--- src/rtl/keypad_scanner.sv ---
// keypad_scanner -- 4x4 matrix keypad scanner with press/release debounce.
//
// The scanner drives one column low at a time. When the synchronized rows show a
// single key on the active column, the column is frozen while the press is
// debounced. An accepted press loads the key code, pulses key_valid for one
// cycle and raises key_held. key_held stays high until a release has been
// debounced. Scanning then restarts at column 0.
//
// Parameters:
//   SCAN_DIV      clk cycles each column is driven while scanning
//   DEBOUNCE_CNT  consecutive stable clk cycles that accept a press or release
//   REPEAT_DLY    (KEYPAD_AUTOREPEAT_EN only) cycles from acceptance to first repeat
//   REPEAT_PER    (KEYPAD_AUTOREPEAT_EN only) cycles between later repeats
//
// Configuration macro: KEYPAD_AUTOREPEAT_EN
//   When this macro is defined, a held key re-pulses key_valid, with the same
//   code, after REPEAT_DLY cycles and then every REPEAT_PER cycles.
//
// Ports:
//   clk        in   single clock, rising edge
//   reset      in   asynchronous active-low reset
//   row[3:0]   in   keypad rows, active-low, externally pulled up
//   col[3:0]   out  column drive, active-low, exactly one bit low
//   key[3:0]   out  code of the last accepted key
//   key_valid  out  one-cycle pulse, key is valid in the same cycle
//   key_held   out  high while the accepted key remains pressed
module keypad_scanner #(
  parameter logic [15:0] SCAN_DIV     = 16'd50000,
  parameter logic [19:0] DEBOUNCE_CNT = 20'd500000
`ifdef KEYPAD_AUTOREPEAT_EN
  ,
  parameter logic [24:0] REPEAT_DLY   = 25'd25000000,
  parameter logic [24:0] REPEAT_PER   = 25'd5000000
`endif
) (
  input  logic       clk,
  input  logic       reset,
  input  logic [3:0] row,
  output logic [3:0] col,
  output logic [3:0] key,
  output logic       key_valid,
  output logic       key_held
);

  typedef enum logic [1:0] {
    SCAN        = 2'd0,
    DEB_PRESS   = 2'd1,
    PRESSED     = 2'd2,
    DEB_RELEASE = 2'd3
  } state_t;

  state_t      state_r;
  logic [3:0]  sync1_r;
  logic [3:0]  rs_r;
  logic [15:0] div_cnt_r;
  logic [19:0] deb_cnt_r;
  logic [1:0]  col_idx_r;
  logic [1:0]  row_idx_r;
  logic [3:0]  pat_r;
  logic [3:0]  col_r;
  logic [3:0]  key_r;
  logic        key_valid_r;
  logic        key_held_r;
  logic [1:0]  next_col_s;
  logic        dwell_done_s;
  logic        deb_done_s;
`ifdef KEYPAD_AUTOREPEAT_EN
  logic [24:0] rep_cnt_r;
  logic        rep_on_r;
  logic        rep_fire_s;
`endif

  // True when exactly one row is pulled low. Multi-key and idle patterns are rejected.
  function automatic logic single_low(input logic [3:0] v);
    logic r;
    case (v)
      4'b1110, 4'b1101, 4'b1011, 4'b0111: r = 1'b1;
      default:                            r = 1'b0;
    endcase
    return r;
  endfunction

  // Index of the single low bit. Only meaningful when single_low() holds.
  function automatic logic [1:0] low_index(input logic [3:0] v);
    logic [1:0] r;
    case (v)
      4'b1110: r = 2'd0;
      4'b1101: r = 2'd1;
      4'b1011: r = 2'd2;
      4'b0111: r = 2'd3;
      default: r = 2'd0;
    endcase
    return r;
  endfunction

  // Active-low column drive for a column index.
  function automatic logic [3:0] col_drive(input logic [1:0] idx);
    logic [3:0] r;
    case (idx)
      2'd0:    r = 4'b1110;
      2'd1:    r = 4'b1101;
      2'd2:    r = 4'b1011;
      2'd3:    r = 4'b0111;
      default: r = 4'b1110;
    endcase
    return r;
  endfunction

  // Keypad legend. Operator keys are coded A=+, B=-, C=%, D=*, E='=' and F=/.
  function automatic logic [3:0] key_code(input logic [1:0] r, input logic [1:0] c);
    logic [3:0] k;
    case ({r, c})
      4'h0:    k = 4'h1;
      4'h1:    k = 4'h2;
      4'h2:    k = 4'h3;
      4'h3:    k = 4'hA;
      4'h4:    k = 4'h4;
      4'h5:    k = 4'h5;
      4'h6:    k = 4'h6;
      4'h7:    k = 4'hB;
      4'h8:    k = 4'h7;
      4'h9:    k = 4'h8;
      4'hA:    k = 4'h9;
      4'hB:    k = 4'hC;
      4'hC:    k = 4'hF;
      4'hD:    k = 4'h0;
      4'hE:    k = 4'hE;
      4'hF:    k = 4'hD;
      default: k = 4'h0;
    endcase
    return k;
  endfunction

  // Terminal counts use >= so that a counter cannot run past its limit and wrap.
  assign next_col_s   = col_idx_r + 2'd1;
  assign dwell_done_s = (div_cnt_r >= (SCAN_DIV - 16'd1));
  assign deb_done_s   = (deb_cnt_r >= (DEBOUNCE_CNT - 20'd1));
`ifdef KEYPAD_AUTOREPEAT_EN
  assign rep_fire_s   = rep_on_r ? (rep_cnt_r >= (REPEAT_PER - 25'd1))
                                 : (rep_cnt_r >= (REPEAT_DLY - 25'd1));
`endif

  // Two-flop synchronizer on the asynchronous row inputs. Idle is all-high.
  always_ff @(posedge clk or negedge reset) begin
    if (!reset) begin
      sync1_r <= 4'hF;
      rs_r    <= 4'hF;
    end else begin
      sync1_r <= row;
      rs_r    <= sync1_r;
    end
  end

  // Scan / debounce state machine with registered outputs.
  always_ff @(posedge clk or negedge reset) begin
    if (!reset) begin
      state_r     <= SCAN;
      div_cnt_r   <= 16'd0;
      deb_cnt_r   <= 20'd0;
      col_idx_r   <= 2'd0;
      row_idx_r   <= 2'd0;
      pat_r       <= 4'hF;
      col_r       <= 4'b1110;
      key_r       <= 4'h0;
      key_valid_r <= 1'b0;
      key_held_r  <= 1'b0;
`ifdef KEYPAD_AUTOREPEAT_EN
      rep_cnt_r   <= 25'd0;
      rep_on_r    <= 1'b0;
`endif
    end else begin
      key_valid_r <= 1'b0;
      case (state_r)
        SCAN: begin
          if (dwell_done_s) begin
            div_cnt_r <= 16'd0;
            if (single_low(rs_r)) begin
              // Freeze the column by leaving col_r alone. Remember which row answered.
              row_idx_r <= low_index(rs_r);
              pat_r     <= rs_r;
              deb_cnt_r <= 20'd0;
              state_r   <= DEB_PRESS;
            end else begin
              col_idx_r <= next_col_s;
              col_r     <= col_drive(next_col_s);
            end
          end else begin
            div_cnt_r <= div_cnt_r + 16'd1;
          end
        end
        DEB_PRESS: begin
          if (rs_r != pat_r) begin
            // Bounce: give up and resume scanning at the next column.
            deb_cnt_r <= 20'd0;
            div_cnt_r <= 16'd0;
            col_idx_r <= next_col_s;
            col_r     <= col_drive(next_col_s);
            state_r   <= SCAN;
          end else if (deb_done_s) begin
            deb_cnt_r   <= 20'd0;
            key_r       <= key_code(row_idx_r, col_idx_r);
            key_valid_r <= 1'b1;
            key_held_r  <= 1'b1;
            state_r     <= PRESSED;
`ifdef KEYPAD_AUTOREPEAT_EN
            rep_cnt_r   <= 25'd0;
            rep_on_r    <= 1'b0;
`endif
          end else begin
            deb_cnt_r <= deb_cnt_r + 20'd1;
          end
        end
        PRESSED: begin
          // Only all-high counts as a release. A second key leaves rs non-idle and is ignored.
          if (rs_r == 4'hF) begin
            deb_cnt_r <= 20'd0;
            state_r   <= DEB_RELEASE;
`ifdef KEYPAD_AUTOREPEAT_EN
            rep_cnt_r <= 25'd0;
            rep_on_r  <= 1'b0;
`endif
          end else begin
            deb_cnt_r <= 20'd0;
`ifdef KEYPAD_AUTOREPEAT_EN
            if (rep_fire_s) begin
              key_valid_r <= 1'b1;
              rep_cnt_r   <= 25'd0;
              rep_on_r    <= 1'b1;
            end else begin
              rep_cnt_r <= rep_cnt_r + 25'd1;
            end
`endif
          end
        end
        DEB_RELEASE: begin
          if (rs_r != 4'hF) begin
            deb_cnt_r <= 20'd0;
            state_r   <= PRESSED;
          end else if (deb_done_s) begin
            deb_cnt_r  <= 20'd0;
            key_held_r <= 1'b0;
            div_cnt_r  <= 16'd0;
            col_idx_r  <= 2'd0;
            col_r      <= 4'b1110;
            state_r    <= SCAN;
          end else begin
            deb_cnt_r <= deb_cnt_r + 20'd1;
          end
        end
        default: begin
          state_r    <= SCAN;
          div_cnt_r  <= 16'd0;
          deb_cnt_r  <= 20'd0;
          col_idx_r  <= 2'd0;
          col_r      <= 4'b1110;
          key_held_r <= 1'b0;
        end
      endcase
    end
  end

  assign col       = col_r;
  assign key       = key_r;
  assign key_valid = key_valid_r;
  assign key_held  = key_held_r;

endmodule

--- config.mk ---
export PLATFORM = sky130hd
export DESIGN_NAME = keypad_scanner
export DESIGN_NICKNAME = d
export VERILOG_FILES = /design/src/rtl/keypad_scanner.sv
export SDC_FILE = /design/constraint.sdc
export NUM_CORES = 1
export LEC_CHECK = 0
export CORE_UTILIZATION = 60
export CTS_CLUSTER_DIAMETER = 40
export CTS_CLUSTER_SIZE = 12
export DETAILED_ROUTE_END_ITERATION = 10
export GPL_TIMING_DRIVEN = 0
export PLACE_DENSITY = 0.79
export SLEW_MARGIN = 25
export SYNTH_ARGS = -nofsm -noshare
export SYNTH_HDL_FRONTEND = slang
export SYNTH_SLANG_ARGS = --single-unit
--- constraint.sdc ---
create_clock -name clk -period 2.35 [get_ports clk]
set_input_delay 0.47 -clock clk [delete_from_list [all_inputs] [get_ports clk]]
set_output_delay 0.47 -clock clk [all_outputs]
set_load 0.005 [all_outputs]
==> flow_metrics.env <==
export IMPL_p_leak_nw=1.56
export IMPL_synth_edff_count=0
export IMPL_synth_ff_type="dfrtp_1"
export IMPL_grt_max_degree=36
export IMPL_clock_fmax_ghz=0.442
export IMPL_tightest_slew_ns=0.661
export IMPL_max_cap_viol_count=0
export IMPL_fin_crit_sh=0.963
export IMPL_cts_tree="done"
export IMPL_path_max_fanout=6
export IMPL_cts_htree_levels=3
export IMPL_grt_usage=0.255
export IMPL_ys_async_sr_fraction=1.00
export IMPL_syn_avg_cell_area_um2=9.59
export IMPL_io_buffers=15
export IMPL_die_x_um=76.5
export IMPL_die_area_mm2=0.00585
export IMPL_ant_nets=0
export IMPL_start_util=0.636
export IMPL_use_met1=0.347
export IMPL_seqPwrFrac=0.556
export IMPL_layout_common_cells="48 x dfrtp_1, 36 x nand2_1, 29 x o21ai_0"
export IMPL_ir_drop_mv=0.454
export IMPL_comb_power_share=0.024
export IMPL_ys_types=52
export IMPL_gp_congestion=0.858
export IMPL_top_usage_layer="met2"
export IMPL_cts_buffers=9
export IMPL_finalPower_mw=2.02
export IMPL_grt_pass1_vias=2470
export IMPL_crit_required_ns=2.61
export IMPL_synth_nets=362
export IMPL_wl_per_cell_um=15.5
export IMPL_grt_util_met2=0.389
export IMPL_via_per_inst=6.22
export IMPL_area_growth_pct=15.2
export IMPL_drc=0
export IMPL_power_frac_clock=0.420
export IMPL_insertion_delay_ns=0.34
export IMPL_worstSetupEndpointType="register"
export IMPL_fin_setup_tns_ns=0
export IMPL_cellPowerDensity_mw_per_mm2=527
export IMPL_grt_pass1_wl_mm=11.7
export IMPL_drt_first_pass_iters=7
export IMPL_num_rows=26
export IMPL_finalCriticalPeriod_ns=2.26
export IMPL_rsz0062_at_grt="true"
export IMPL_antenna_cells=0
export IMPL_p_sw_frac=0.223
export IMPL_start_kind="register"
export IMPL_arrival_ns=2.52
export IMPL_nNetsFinal=387
export IMPL_boundaryPins=16
export IMPL_vias=2779
export IMPL_ys_warn_count=0
export IMPL_ys_ff_latch=64
export IMPL_final_common_cell="dfrtp_1"
export IMPL_synth_cells=347
export IMPL_cts_buffer_depth=2
export IMPL_cts_sinks=64
export IMPL_die_h_um=76.5
export IMPL_finalHoldViolations=0
export IMPL_clockRootBuffer="clkbuf_8"
export IMPL_crit_type="reg2reg"
export IMPL_slew_headroom=0.557
export IMPL_status="completed"
export IMPL_dp_hpwl_mm=4.67
export IMPL_drive_above_1_share=0.164
export IMPL_antenna_found_initial=0
export IMPL_grt_use_met3=0.0515
export IMPL_seq_area_frac_synth=0.487
export IMPL_switchingPower_mw=0.452
export IMPL_whs_ns=0.0475
export IMPL_coreArea_mm2=0.00524
export IMPL_cell_internal_pwr_mw=1.57
export IMPL_setup_viol=0
export IMPL_grt_overflow=0
export IMPL_slew_violations=0
export IMPL_syn_area_mm2=0.00333
export IMPL_worst_clock_skew_ns=0.00615
export IMPL_hold_path_class="in2async"
export IMPL_clk_pin_slew_worst_paths_ns=0.07
export IMPL_drt_iter0_markers=168
export IMPL_wl_mm=6.91
-- final cells by class --
cell class                 instances  area [um^2]
tap                               70         87.6
multi-input combinational        259         1680
inverter                           7         26.3
fill                             365         1400
sequential                        64         1620
clock buffer                      13          159
buffer                            13         63.8
timing repair buffer              18          183
clock inverter                     3         17.5
-- path summary, 6_finish.rpt --
path,startpoint,end,slack [ns],cells after the start
max,div_cnt_r[12],div_cnt_r[13],0.09,7
min,reset,key[2],0.05,1
max reg2reg,div_cnt_r[12],div_cnt_r[13],0.09,7
min reg2reg,sync1_r[0],rs_r[0],0.36,0
max in group asynchronous,reset,deb_cnt_r[14],1.79,2
min in group clk,sync1_r[0],rs_r[0],0.36,0
-- kinds of logic after synthesis --
kind of cell | count (synthesis) | share of synthesized area
flops | 64 | 0.487
simple gates | 124 | 0.186
compound gates | 108 | 0.213
mux | 9 | 0.0286
fa+ha+maj | 9 | 0.0338
xor+xnor | 9 | 0.0237
buf+inv | 24 | 0.0289
-- Yosys cell counts (3+ instances only) --
master,count,area (um^2)
nor2b_1,3,18.8
and3_1,6,37.5
nand4_1,10,62.6
nor3_1,5,25.0
a21o_1,6,45.0
xnor2_1,7,61.3
mux2_2,4,45.0
o21a_1,3,22.5
a2bb2oi_1,3,26.3
nand2_1,36,135
o21ai_0,29,145
a21oi_1,22,110
clkbuf_1,12,45.0
a31oi_1,15,93.8
mux2i_1,5,50.1
inv_1,7,26.3
nor2_1,27,101
dfstp_2,15,394
ha_1,9,113
o31ai_1,7,52.6
and2_1,5,31.3
a41oi_1,3,26.3
dfrtp_1,49,1230
nand3_1,17,85.1
a22o_1,4,35.0
buf_2,5,25.0
-- registers in the layout, summed over array words and instances (netlist names) --
signal / flops
key: 4
state_r: 2
key_valid: 1
deb_cnt_r: 20
col: 4
col_idx_r: 2
sync1_r: 4
div_cnt_r: 16
pat_r: 4
key_held: 1
row_idx_r: 2
rs_r: 4
-- metal layers --
metal  vias up  share of wire  wire [um]
met5         -              0          0
met4         0          0.020        138
met3        17          0.045        312
met2        88           0.47       3280
met1      1356           0.46       3180
li1       1318              -          -
-- power by group through the flow --
stage          logic [mW]  registers (mW)  clock network, mW
6_report           0.0488            1.12              0.850
5_1_grt            0.0556            1.12              0.912
4_1_cts            0.0583            1.12              0.864
3_5_place_dp       0.0581            1.14                  0
3_3_place_gp       0.0534            1.14                  0
2_1_floorplan      0.0208            1.14                  0
-- critical path, cell delays in order, from the launching register on --
cell,delay (ns)
dfrtp_1,0.44
or4_4,0.57
a2111oi_4,0.28
buf_4,0.21
nor2_4,0.08
nor3_4,0.31
nand4_1,0.14
o21ai_0,0.15
-- through the flow --
step	setup WS (ns)	utilization	instance area (um^2)	instances
finish	0.0869	0.732	3840	447
global route	-0.0347	0.732	3840	447
CTS	0.0154	0.719	3760	449
detailed placement	-0.174	0.684	3580	433
global placement	-1.21	0.681	3570	432
floorplan	0.308	-	3330	347
-- what timing repair did --
action	in CTS	in global routing
gates resized for setup	2	17
buffers inserted	0	2
gates cloned	0	0
hold buffers	0	0
setup endpoints to repair	11	42
pin swaps	0	3
No activity file was read; power rests on OpenSTA's default activity.
